## config.mk

```make
export PLATFORM = sky130hd
export DESIGN_NAME = dbus_demux2_flat
export DESIGN_NICKNAME = d
export VERILOG_FILES = /design/src/rtl/dbus_pkg.sv /design/src/rtl/dbus_demux2_if.sv /design/src/rtl/dbus_addr_dec.sv /design/src/rtl/dbus_demux2.sv /design/src/flat_wrapper.sv
export SDC_FILE = /design/constraint.sdc
export NUM_CORES = 1
export LEC_CHECK = 0
export ABC_AREA = 1
export CAP_MARGIN = 10
export CORE_AREA = 2 2 122 124
export DETAILED_ROUTE_END_ITERATION = 7
export DIE_AREA = 0 0 124 126
export PLACE_DENSITY = 0.56
export SLEW_MARGIN = 25
export SYNTH_ARGS = -nofsm -noshare
export SYNTH_HDL_FRONTEND = slang
export SYNTH_SLANG_ARGS = --single-unit
```

## constraint.sdc

```tcl
create_clock -name clk -period 1.98 [get_ports clk]
set_clock_uncertainty 0.05 [all_clocks]
set_input_delay 0.198 -clock clk [delete_from_list [all_inputs] [get_ports clk]]
set_output_delay 0.198 -clock clk [all_outputs]
set_load 0.1 [all_outputs]
```

## src/rtl/dbus_pkg.sv

```systemverilog
// +------------------------------------------------------------------+
// | dbus_pkg : shared data-bus field widths and target-select codes  |
// | Rev 1.0                                                          |
// +------------------------------------------------------------------+
`default_nettype none

package dbus_pkg;
  localparam int ADDR_W = 32;
  localparam int DATA_W = 32;
  localparam int BE_W   = 4;

  typedef logic sel_t;

  localparam sel_t SEL_T0 = 1'b0;
  localparam sel_t SEL_T1 = 1'b1;
endpackage

`default_nettype wire

```

## src/rtl/dbus_demux2_if.sv

```systemverilog
// +------------------------------------------------------------------+
// | dbus_demux2_if : one request/response data-bus link              |
// | Rev 1.0                                                          |
// +------------------------------------------------------------------+
`default_nettype none

interface dbus_demux2_if;
  import dbus_pkg::*;

  logic              req_valid;
  logic              req_ready;
  logic [ADDR_W-1:0] req_addr;
  logic              req_we;
  logic [BE_W-1:0]   req_be;
  logic [DATA_W-1:0] req_wdata;
  logic              rsp_valid;
  logic [DATA_W-1:0] rsp_rdata;

  modport master (
    output req_valid, req_addr, req_we, req_be, req_wdata,
    input  req_ready, rsp_valid, rsp_rdata
  );

  modport slave (
    input  req_valid, req_addr, req_we, req_be, req_wdata,
    output req_ready, rsp_valid, rsp_rdata
  );
endinterface

`default_nettype wire

```

## src/rtl/dbus_addr_dec.sv

```systemverilog
// +------------------------------------------------------------------+
// | dbus_addr_dec : masked address compare selecting target 1        |
// | Rev 1.0                                                          |
// +------------------------------------------------------------------+
`default_nettype none

module dbus_addr_dec
  import dbus_pkg::*;
#(
  parameter logic [ADDR_W-1:0] SEL_BASE = 32'h1000_0000,
  parameter logic [ADDR_W-1:0] SEL_MASK = 32'hF000_0000
) (
  input  wire logic [ADDR_W-1:0] addr,
  output sel_t                   sel
);

  assign sel = ((addr & SEL_MASK) == SEL_BASE) ? SEL_T1 : SEL_T0;

endmodule

`default_nettype wire

```

## src/rtl/dbus_demux2.sv

```systemverilog
// +------------------------------------------------------------------+
// | dbus_demux2 : 1-to-2 data-bus splitter, in-order merged response |
// | Optional error checking: DBUS_DEMUX_ERR_EN.  Rev 1.0             |
// +------------------------------------------------------------------+
`default_nettype none

module dbus_demux2
  import dbus_pkg::*;
#(
  parameter logic [ADDR_W-1:0] SEL_BASE = 32'h1000_0000,
  parameter logic [ADDR_W-1:0] SEL_MASK = 32'hF000_0000,
  parameter int                MAX_OUT  = 2
) (
  input  wire logic      clk,
  input  wire logic      rst_n,
  dbus_demux2_if.slave   core,
  dbus_demux2_if.master  t0,
  dbus_demux2_if.master  t1,
  output logic           err_out
);

  localparam int               CNT_W   = $clog2(MAX_OUT + 1);
  localparam logic [CNT_W-1:0] CNT_MAX = CNT_W'(MAX_OUT);

  logic [CNT_W-1:0] cnt;
  sel_t             cur_sel;
  sel_t             sel;
  logic             rsp_ret;
  logic             busy;
  logic             block;
  logic             req_go;
  logic             accept;
  logic             rsp_take;

  dbus_addr_dec #(
    .SEL_BASE (SEL_BASE),
    .SEL_MASK (SEL_MASK)
  ) u_addr_dec (
    .addr (core.req_addr),
    .sel  (sel)
  );

  assign rsp_ret = (cur_sel == SEL_T1) ? t1.rsp_valid : t0.rsp_valid;
  assign busy    = (cnt != '0);

  // A full window may still accept when a response frees a slot this cycle.
  assign block   = (busy && (sel != cur_sel)) || ((cnt == CNT_MAX) && !rsp_ret);
  assign req_go  = core.req_valid & rst_n & !block;

  assign t0.req_valid = req_go & (sel == SEL_T0);
  assign t1.req_valid = req_go & (sel == SEL_T1);

  assign t0.req_addr  = core.req_addr;
  assign t0.req_we    = core.req_we;
  assign t0.req_be    = core.req_be;
  assign t0.req_wdata = core.req_wdata;
  assign t1.req_addr  = core.req_addr;
  assign t1.req_we    = core.req_we;
  assign t1.req_be    = core.req_be;
  assign t1.req_wdata = core.req_wdata;

  assign core.req_ready = ((sel == SEL_T1) ? t1.req_ready : t0.req_ready) & !block;
  assign accept         = core.req_valid & core.req_ready;

  // Responses with nothing outstanding are never forwarded nor counted.
  assign rsp_take       = rsp_ret & busy;
  assign core.rsp_valid = rsp_take;
  assign core.rsp_rdata = (cur_sel == SEL_T1) ? t1.rsp_rdata : t0.rsp_rdata;

  always_ff @(posedge clk or negedge rst_n) begin
    if (!rst_n) begin
      cnt     <= '0;
      cur_sel <= SEL_T0;
    end else begin
      if (accept) begin
        cur_sel <= sel;
      end
      if (accept && !rsp_take) begin
        cnt <= cnt + CNT_W'(1);
      end else if (rsp_take && !accept) begin
        cnt <= cnt - CNT_W'(1);
      end
    end
  end

`ifdef DBUS_DEMUX_ERR_EN
  logic err;
  logic spurious;

  assign spurious = (!busy && (t0.rsp_valid || t1.rsp_valid)) ||
                    ((cur_sel == SEL_T1) ? t0.rsp_valid : t1.rsp_valid);

  always_ff @(posedge clk or negedge rst_n) begin
    if (!rst_n) begin
      err <= 1'b0;
    end else if (spurious) begin
      err <= 1'b1;
    end
  end

  assign err_out = err;
`else
  assign err_out = 1'b0;
`endif

endmodule

`default_nettype wire

```

## src/flat_wrapper.sv

```systemverilog
// flat-port wrapper written by rule: the top's interface ports become plain ports
module dbus_demux2_flat import dbus_pkg::*;
#(
  parameter logic [ADDR_W-1:0] SEL_BASE = 32'h1000_0000,
  parameter logic [ADDR_W-1:0] SEL_MASK = 32'hF000_0000,
  parameter int                MAX_OUT  = 2
)
  (clk, rst_n, err_out, core_req_valid, core_req_addr, core_req_we, core_req_be, core_req_wdata, core_req_ready, core_rsp_valid, core_rsp_rdata, t0_req_valid, t0_req_addr, t0_req_we, t0_req_be, t0_req_wdata, t0_req_ready, t0_rsp_valid, t0_rsp_rdata, t1_req_valid, t1_req_addr, t1_req_we, t1_req_be, t1_req_wdata, t1_req_ready, t1_rsp_valid, t1_rsp_rdata);
  dbus_demux2_if core_i ();
  dbus_demux2_if t0_i ();
  dbus_demux2_if t1_i ();
  input  wire logic clk;
  input  wire logic rst_n;
  output logic err_out;
  input wire logic [$bits(core_i.req_valid)-1:0] core_req_valid;
  input wire logic [$bits(core_i.req_addr)-1:0] core_req_addr;
  input wire logic [$bits(core_i.req_we)-1:0] core_req_we;
  input wire logic [$bits(core_i.req_be)-1:0] core_req_be;
  input wire logic [$bits(core_i.req_wdata)-1:0] core_req_wdata;
  output wire logic [$bits(core_i.req_ready)-1:0] core_req_ready;
  output wire logic [$bits(core_i.rsp_valid)-1:0] core_rsp_valid;
  output wire logic [$bits(core_i.rsp_rdata)-1:0] core_rsp_rdata;
  output wire logic [$bits(t0_i.req_valid)-1:0] t0_req_valid;
  output wire logic [$bits(t0_i.req_addr)-1:0] t0_req_addr;
  output wire logic [$bits(t0_i.req_we)-1:0] t0_req_we;
  output wire logic [$bits(t0_i.req_be)-1:0] t0_req_be;
  output wire logic [$bits(t0_i.req_wdata)-1:0] t0_req_wdata;
  input wire logic [$bits(t0_i.req_ready)-1:0] t0_req_ready;
  input wire logic [$bits(t0_i.rsp_valid)-1:0] t0_rsp_valid;
  input wire logic [$bits(t0_i.rsp_rdata)-1:0] t0_rsp_rdata;
  output wire logic [$bits(t1_i.req_valid)-1:0] t1_req_valid;
  output wire logic [$bits(t1_i.req_addr)-1:0] t1_req_addr;
  output wire logic [$bits(t1_i.req_we)-1:0] t1_req_we;
  output wire logic [$bits(t1_i.req_be)-1:0] t1_req_be;
  output wire logic [$bits(t1_i.req_wdata)-1:0] t1_req_wdata;
  input wire logic [$bits(t1_i.req_ready)-1:0] t1_req_ready;
  input wire logic [$bits(t1_i.rsp_valid)-1:0] t1_rsp_valid;
  input wire logic [$bits(t1_i.rsp_rdata)-1:0] t1_rsp_rdata;
  assign core_i.req_valid = core_req_valid;
  assign core_i.req_addr = core_req_addr;
  assign core_i.req_we = core_req_we;
  assign core_i.req_be = core_req_be;
  assign core_i.req_wdata = core_req_wdata;
  assign core_req_ready = core_i.req_ready;
  assign core_rsp_valid = core_i.rsp_valid;
  assign core_rsp_rdata = core_i.rsp_rdata;
  assign t0_req_valid = t0_i.req_valid;
  assign t0_req_addr = t0_i.req_addr;
  assign t0_req_we = t0_i.req_we;
  assign t0_req_be = t0_i.req_be;
  assign t0_req_wdata = t0_i.req_wdata;
  assign t0_i.req_ready = t0_req_ready;
  assign t0_i.rsp_valid = t0_rsp_valid;
  assign t0_i.rsp_rdata = t0_rsp_rdata;
  assign t1_req_valid = t1_i.req_valid;
  assign t1_req_addr = t1_i.req_addr;
  assign t1_req_we = t1_i.req_we;
  assign t1_req_be = t1_i.req_be;
  assign t1_req_wdata = t1_i.req_wdata;
  assign t1_i.req_ready = t1_req_ready;
  assign t1_i.rsp_valid = t1_rsp_valid;
  assign t1_i.rsp_rdata = t1_rsp_rdata;
  dbus_demux2 #(.SEL_BASE(SEL_BASE), .SEL_MASK(SEL_MASK), .MAX_OUT(MAX_OUT)) u_core (.clk(clk), .rst_n(rst_n), .core(core_i), .t0(t0_i), .t1(t1_i), .err_out(err_out));
endmodule
```

==> results.py, run 1 <==
metrics = {
    "outcome": {
        "status": "complete, no violations",
    },
    "clocking": {
        "htreeDepth": 1,
        "clk_pin_slew_ps": 30,
        "cts_sinks": 3,
        "cts-root-buf": "clkbuf_16",
        "post_cts_buffers": 0,
        "cts.path.max_buffers": 2,
        "ctsHoldBuffers": 0,
        "clock_latency_ps": 220,
        "numCtsBuffers": 3,
        "tritoncts": "yes",
    },
    "yosys": {
        "syn_area_um2": 1735,
        "synth_seq_cells": 3,
        "ys_warn_count": 0,
        "synthSimpleGateAreaFrac": 0.2790,
        "ys_types": 20,
        "syn_avg_cell_area_um2": 6.026,
        "yosysSeqAreaShare": 0.04326,
        "syn_nets": 429,
        "synth_xor_area_frac": 0.01009,
        "syn_inst": 288,
        "synth_fa_ha_area_frac": 0.007210,
        "synth_top_family_by_area": "buffers and inverters",
        "synth_compound_gate_area_share": 0.008652,
        "synthMuxAreaShare": 0,
    },
    "placement": {
        "portBuffers": 118,
        "hpwlAfterDp_um": 5115,
        "place_congestion": 0.6302,
        "dp_slack_ps": -123.5,
        "dp_cells": 456,
    },
    "die": {
        "io_pins": 315,
        "die_w_um": 124,
        "die_h_um": 126,
        "initial_utilization": 0.1212,
        "std_cell_rows": 44,
        "die_area_um2": 15620,
        "core_um2": 14310,
    },
    "critical_path": {
        "critPathKind": "primary input to output port",
        "crit_fanout": 3,
        "cpPeakStageDelay_ps": 480,
        "cp-end-kind": "output port",
        "cp_slowest_cell": "clkdlybuf4s50_1",
        "cp_data_required_time_ps": 1730,
        "worstPathArrival_ps": 1580,
        "crit_path_cell_trace": "clkdlybuf4s50_1, inv_1, nor2_4, nand3_1, nand2_1, nand2_2, nand2_2, nand4_1, inv_1, buf_12",
        "start_kind": "primary input",
        "ff2ff_setup_slack_ps": 190,
        "cpLargestDelayFamily": "buffers and inverters",
        "path_buf_inv": 4,
    },
    "sta": {
        "rsz0062_at_grt": "no",
        "min_period_ps": 1831,
        "fin_ws_ps": 149.0,
        "setup_tns_ps": 0,
        "hold_ws_ps": 142.7,
        "setup_viol": 0,
        "drv_slew": 0,
        "finalCritPeriodShare": 0.9248,
        "final_hold_viol_count": 0,
        "fmax_mhz": 546.1,
    },
    "final_layout": {
        "final_cell_mix": "nand2_1, clkdlybuf4s50_1, buf_12",
        "drive_gt1_frac": 0.2645,
        "antennaDiodeCount": 0,
        "areaGrowthSynthToFinish_pct": 56.81,
        "fin_nets": 418,
        "final_util": 0.1901,
        "mostFrequentLayoutCell": "nand2_1",
        "layout.cells.non_filler": 460,
    },
    "global_routing": {
        "grt_use_total": 0.06959,
        "grt_pass1_vias": 1503,
        "antenna_found_initial": 0,
        "grt.overflow.total": 0,
        "grt_first_pass_wirelength_um": 8093,
        "grt_max_degree": 23,
    },
    "power": {
        "ir_worst_vdd_v": 0.0003080,
        "powerDensity_nw_per_um2": 806.0,
        "cellLeakagePower_nw": 1.255,
    },
    "route": {
        "drt_first_pass_iters": 5,
        "wl_per_cell_um": 12.93,
        "drt-vias-per-instance": 3.315,
        "drc": 0,
        "routed_wl_um": 5949,
        "drtIter0Drc": 42,
        "antenna_left": 0,
        "vias": 1525,
    },
    "worst_hold_path": {
        "hold_path.class": "primary input to asynchronous set/reset pin",
    },
    "flow_run": {
        "cap_viol_max_count": 0,
    },
}
## report_power, final
| part | internal, mW | switching (mW) |
|---|---|---|
| Sequential | 0.0874 | 0.0187 |
| Combinational | 0.659 | 1.11 |
| Clock | 0.265 | 0.0530 |
| Total | 1.01 | 1.18 |
## area by class of cell
type / count / area [um2]
multi-input cells: 128 / 578.1
well taps: 184 / 230.2
inverters: 11 / 46.29
fillers: 1623 / 11590
clock buffers: 4 / 78.83
repair buffers: 130 / 1712
flip-flops and latches: 3 / 76.32
## cells by family (layout without fill, tap and decap cells)
| group | count (synthesis) | in the layout |
|---|---|---|
| compound gates | 3 | 3 |
| buf+inv | 157 | 145 |
| flops | 3 | 3 |
| other cells | 1 | 1 |
| fa+ha+maj | 1 | 1 |
| simple gates | 121 | 121 |
| xor+xnor | 2 | 2 |
## per-layer routing
layer  up-vias  track usage  share of wire
met5         -            0              0
met1       608      0.06149           0.30
met2       139       0.1015           0.42
li1        701            -              -
met3        77      0.04212           0.17
met4         0      0.07799           0.11
## state kept, by name (all words and copies together), names as in the netlist
signal          count
u_core.cnt          2
u_core.cur_sel      1
## what timing repair did
action,CTS,global route
resized for setup,0,3
endpoints found under the hold margin,0,0
endpoints found under the setup margin,0,3
## metrics by stage
step	area, um2	total power, mW
6_report	2721	2.193
5_1_grt	2721	2.292
4_1_cts	2711	2.219
3_5_place_dp	2633	1.890
3_3_place_gp	2633	1.873
2_1_floorplan	1770	2.417
## worst paths after layout
kind / startpoint / endpoint / cells past startpoint
setup reg to reg: u_core.cnt[0] / u_core.cnt[1] / 9
hold / removal: rst_n / u_core.cur_sel / 1
hold reg to reg: u_core.cnt[0] / u_core.cnt[0] / 1
max in group asynchronous: rst_n / u_core.cur_sel / 1
min in group clk: core_req_be[0] / t0_req_be[0] / 0
setup / recovery: core_req_addr[28] / t1_req_valid / 10
## synthesized netlist by cell type, drive strengths merged
cell | number | share of area
buf | 143 | 0.62
nand2 | 109 | 0.24
inv | 11 | 0.027
nand3 | 4 | 0.012
nand4 | 4 | 0.014
clkbuf | 3 | 0.0065
dfrtp | 3 | 0.043
nor2 | 3 | 0.0079
a21oi | 2 | 0.0058
and2 | 1 | 0.0050
conb | 1 | 0.0022
ha | 1 | 0.0072
o21ai | 1 | 0.0029
xnor2 | 1 | 0.0050
xor2 | 1 | 0.0050
Note: power is estimated with default switching activity, not from simulation.
==> run 2, diff against run 1 <==
- CORE_AREA: 2 2 122 124 -> 2 2 124 126
- DIE_AREA: 0 0 124 126 -> 0 0 126 128
- PLACE_DENSITY: 0.56 -> 0.54
- clock period: 1.98 -> 2.2 ns (I/O delays scaled with it)
==> results.py, run 2 (synthesized netlist as in run 1, its figures left out) <==
metrics = {
    "outcome": {
        "status": "complete, no violations",
    },
    "route": {
        "vias": 1503,
        "routed_wl_um": 5984,
        "drc": 0,
        "drtIter0Drc": 29,
        "drt-vias-per-instance": 3.267,
        "drt_first_pass_iters": 4,
        "wl_per_cell_um": 13.01,
        "antenna_left": 0,
    },
    "sta": {
        "finalCritPeriodShare": 0.8887,
        "setup_viol": 0,
        "min_period_ps": 1955,
        "final_hold_viol_count": 0,
        "rsz0062_at_grt": "no",
        "fmax_mhz": 511.5,
        "drv_slew": 0,
    },
    "final_layout": {
        "final_cell_mix": "nand2_1, clkdlybuf4s50_1, buf_12",
        "drive_gt1_frac": 0.2353,
        "multi_input_area_um2": 549.3,
        "antennaDiodeCount": 0,
        "fin_nets": 414,
        "final_util": 0.1778,
        "largest_register_ffs": 2,
        "design_area_um2": 2643,
        "areaGrowthSynthToFinish_pct": 52.27,
        "regArea_um2": 76.32,
        "fillers": 1681,
        "top_register": "u_core.cnt",
        "mostFrequentLayoutCell": "nand2_1",
        "reg_top3": "u_core.cnt x2, u_core.cur_sel x1",
    },
    "power": {
        "cellLeakagePower_nw": 1.226,
        "powerDensity_nw_per_um2": 726.4,
        "ir_worst_vdd_v": 0.0001964,
    },
    "clocking": {
        "ctsHoldBuffers": 0,
        "cts_sinks": 3,
        "cts-root-buf": "clkbuf_16",
        "tritoncts": "yes",
        "numCtsBuffers": 3,
        "htreeDepth": 1,
        "clock_latency_ps": 220,
        "clk_pin_slew_ps": 30,
        "cts.path.max_buffers": 2,
    },
    "critical_path": {
        "cp_data_required_time_ps": 2250,
        "crit_fanout": 3,
        "critPathKind": "primary input to flip-flop",
        "r2r_cells": 9,
        "start_kind": "primary input",
        "cp-end-kind": "flip-flop",
        "worstPathArrival_ps": 2000,
    },
    "die": {
        "die_h_um": 128,
        "initial_utilization": 0.1168,
        "die_area_um2": 16130,
        "core_um2": 14860,
        "std_cell_rows": 45,
        "die_w_um": 126,
        "io_pins": 315,
    },
    "flow_run": {
        "cap_viol_max_count": 0,
    },
    "worst_hold_path": {
        "hold_path.class": "primary input to asynchronous set/reset pin",
    },
    "global_routing": {
        "grt_use_total": 0.06694,
        "grt_max_degree": 23,
        "grt.overflow.total": 0,
        "grt_first_pass_wirelength_um": 8321,
        "grt_pass1_vias": 1506,
        "antenna_found_initial": 0,
    },
    "placement": {
        "portBuffers": 118,
        "place_congestion": 0.6159,
        "dpl-instance-area_um2": 2559,
        "hpwlAfterDp_um": 5040,
    },
}
run 2: per-layer routing:
| metal | global-route usage | up-vias | wire [um] |
|---|---|---|---|
| met4 | 0.06593 | 0 | 594 |
| li1 | - | 692 | - |
| met1 | 0.06071 | 613 | 1750 |
| met2 | 0.1034 | 122 | 2655 |
| met5 | 0 | - | 0 |
| met3 | 0.03881 | 76 | 984 |
run 2: area by class of cell:
| class | count | area share |
|---|---|---|
| inverter | 11 | 0.01752 |
| clock buffer | 4 | 0.02983 |
| timing repair buffer | 126 | 0.6269 |
| multi-input combinational | 128 | 0.2079 |
| tap | 188 | 0.08902 |
| sequential | 3 | 0.02888 |
run 2: final timing paths:
| check | from | endpoint | slack, ps |
|---|---|---|---|
| min reg2reg | u_core.cnt[0] | u_core.cnt[0] | 440 |
| max reg2reg | u_core.cur_sel | u_core.cnt[1] | 310 |
| min | rst_n | u_core.cnt[1] | 160 |
| max in group asynchronous | rst_n | u_core.cur_sel | 1740 |
| min in group clk | core_req_addr[9] | t1_req_addr[9] | 390 |
| max | core_req_addr[28] | u_core.cnt[1] | 240 |
run 2: timing repair:
action | CTS | global route
buffers inserted | 0 | 0
gates resized for setup | 0 | 1
setup endpoints to repair | 0 | 1
run 2: worst max-delay path, cell delays in order:
cell and delay, ps:
clkdlybuf4s50_1 480, inv_1 70, nor2_4 120, nand2_1 100, nand2_1 70, nand2_1 80
nand4_1 120, inv_1 60, ha_1 310, a21oi_1 110, o21ai_0 100, xor2_1 150
run 2: per-stage QoR:
stage	hold slack (ps)	TNS, ps	cells	power [mW]	setup slack, ps
2_1_floorplan	-125.6	0	288	2.147	49.13
3_3_place_gp	391.1	0	456	1.626	55.47
3_5_place_dp	391.1	-20.71	456	1.642	-20.71
4_1_cts	162.4	0	460	1.939	206.7
5_1_grt	171.5	0	460	2.002	18.98
6_report	161.6	0	460	1.920	245.0
run 2: power by group:
part,internal (mW),leakage [nW],switching [mW]
sequential,0.0787,0.0354,0.0156
combinational,0.556,1.15,0.981
clock,0.239,0.0382,0.0491
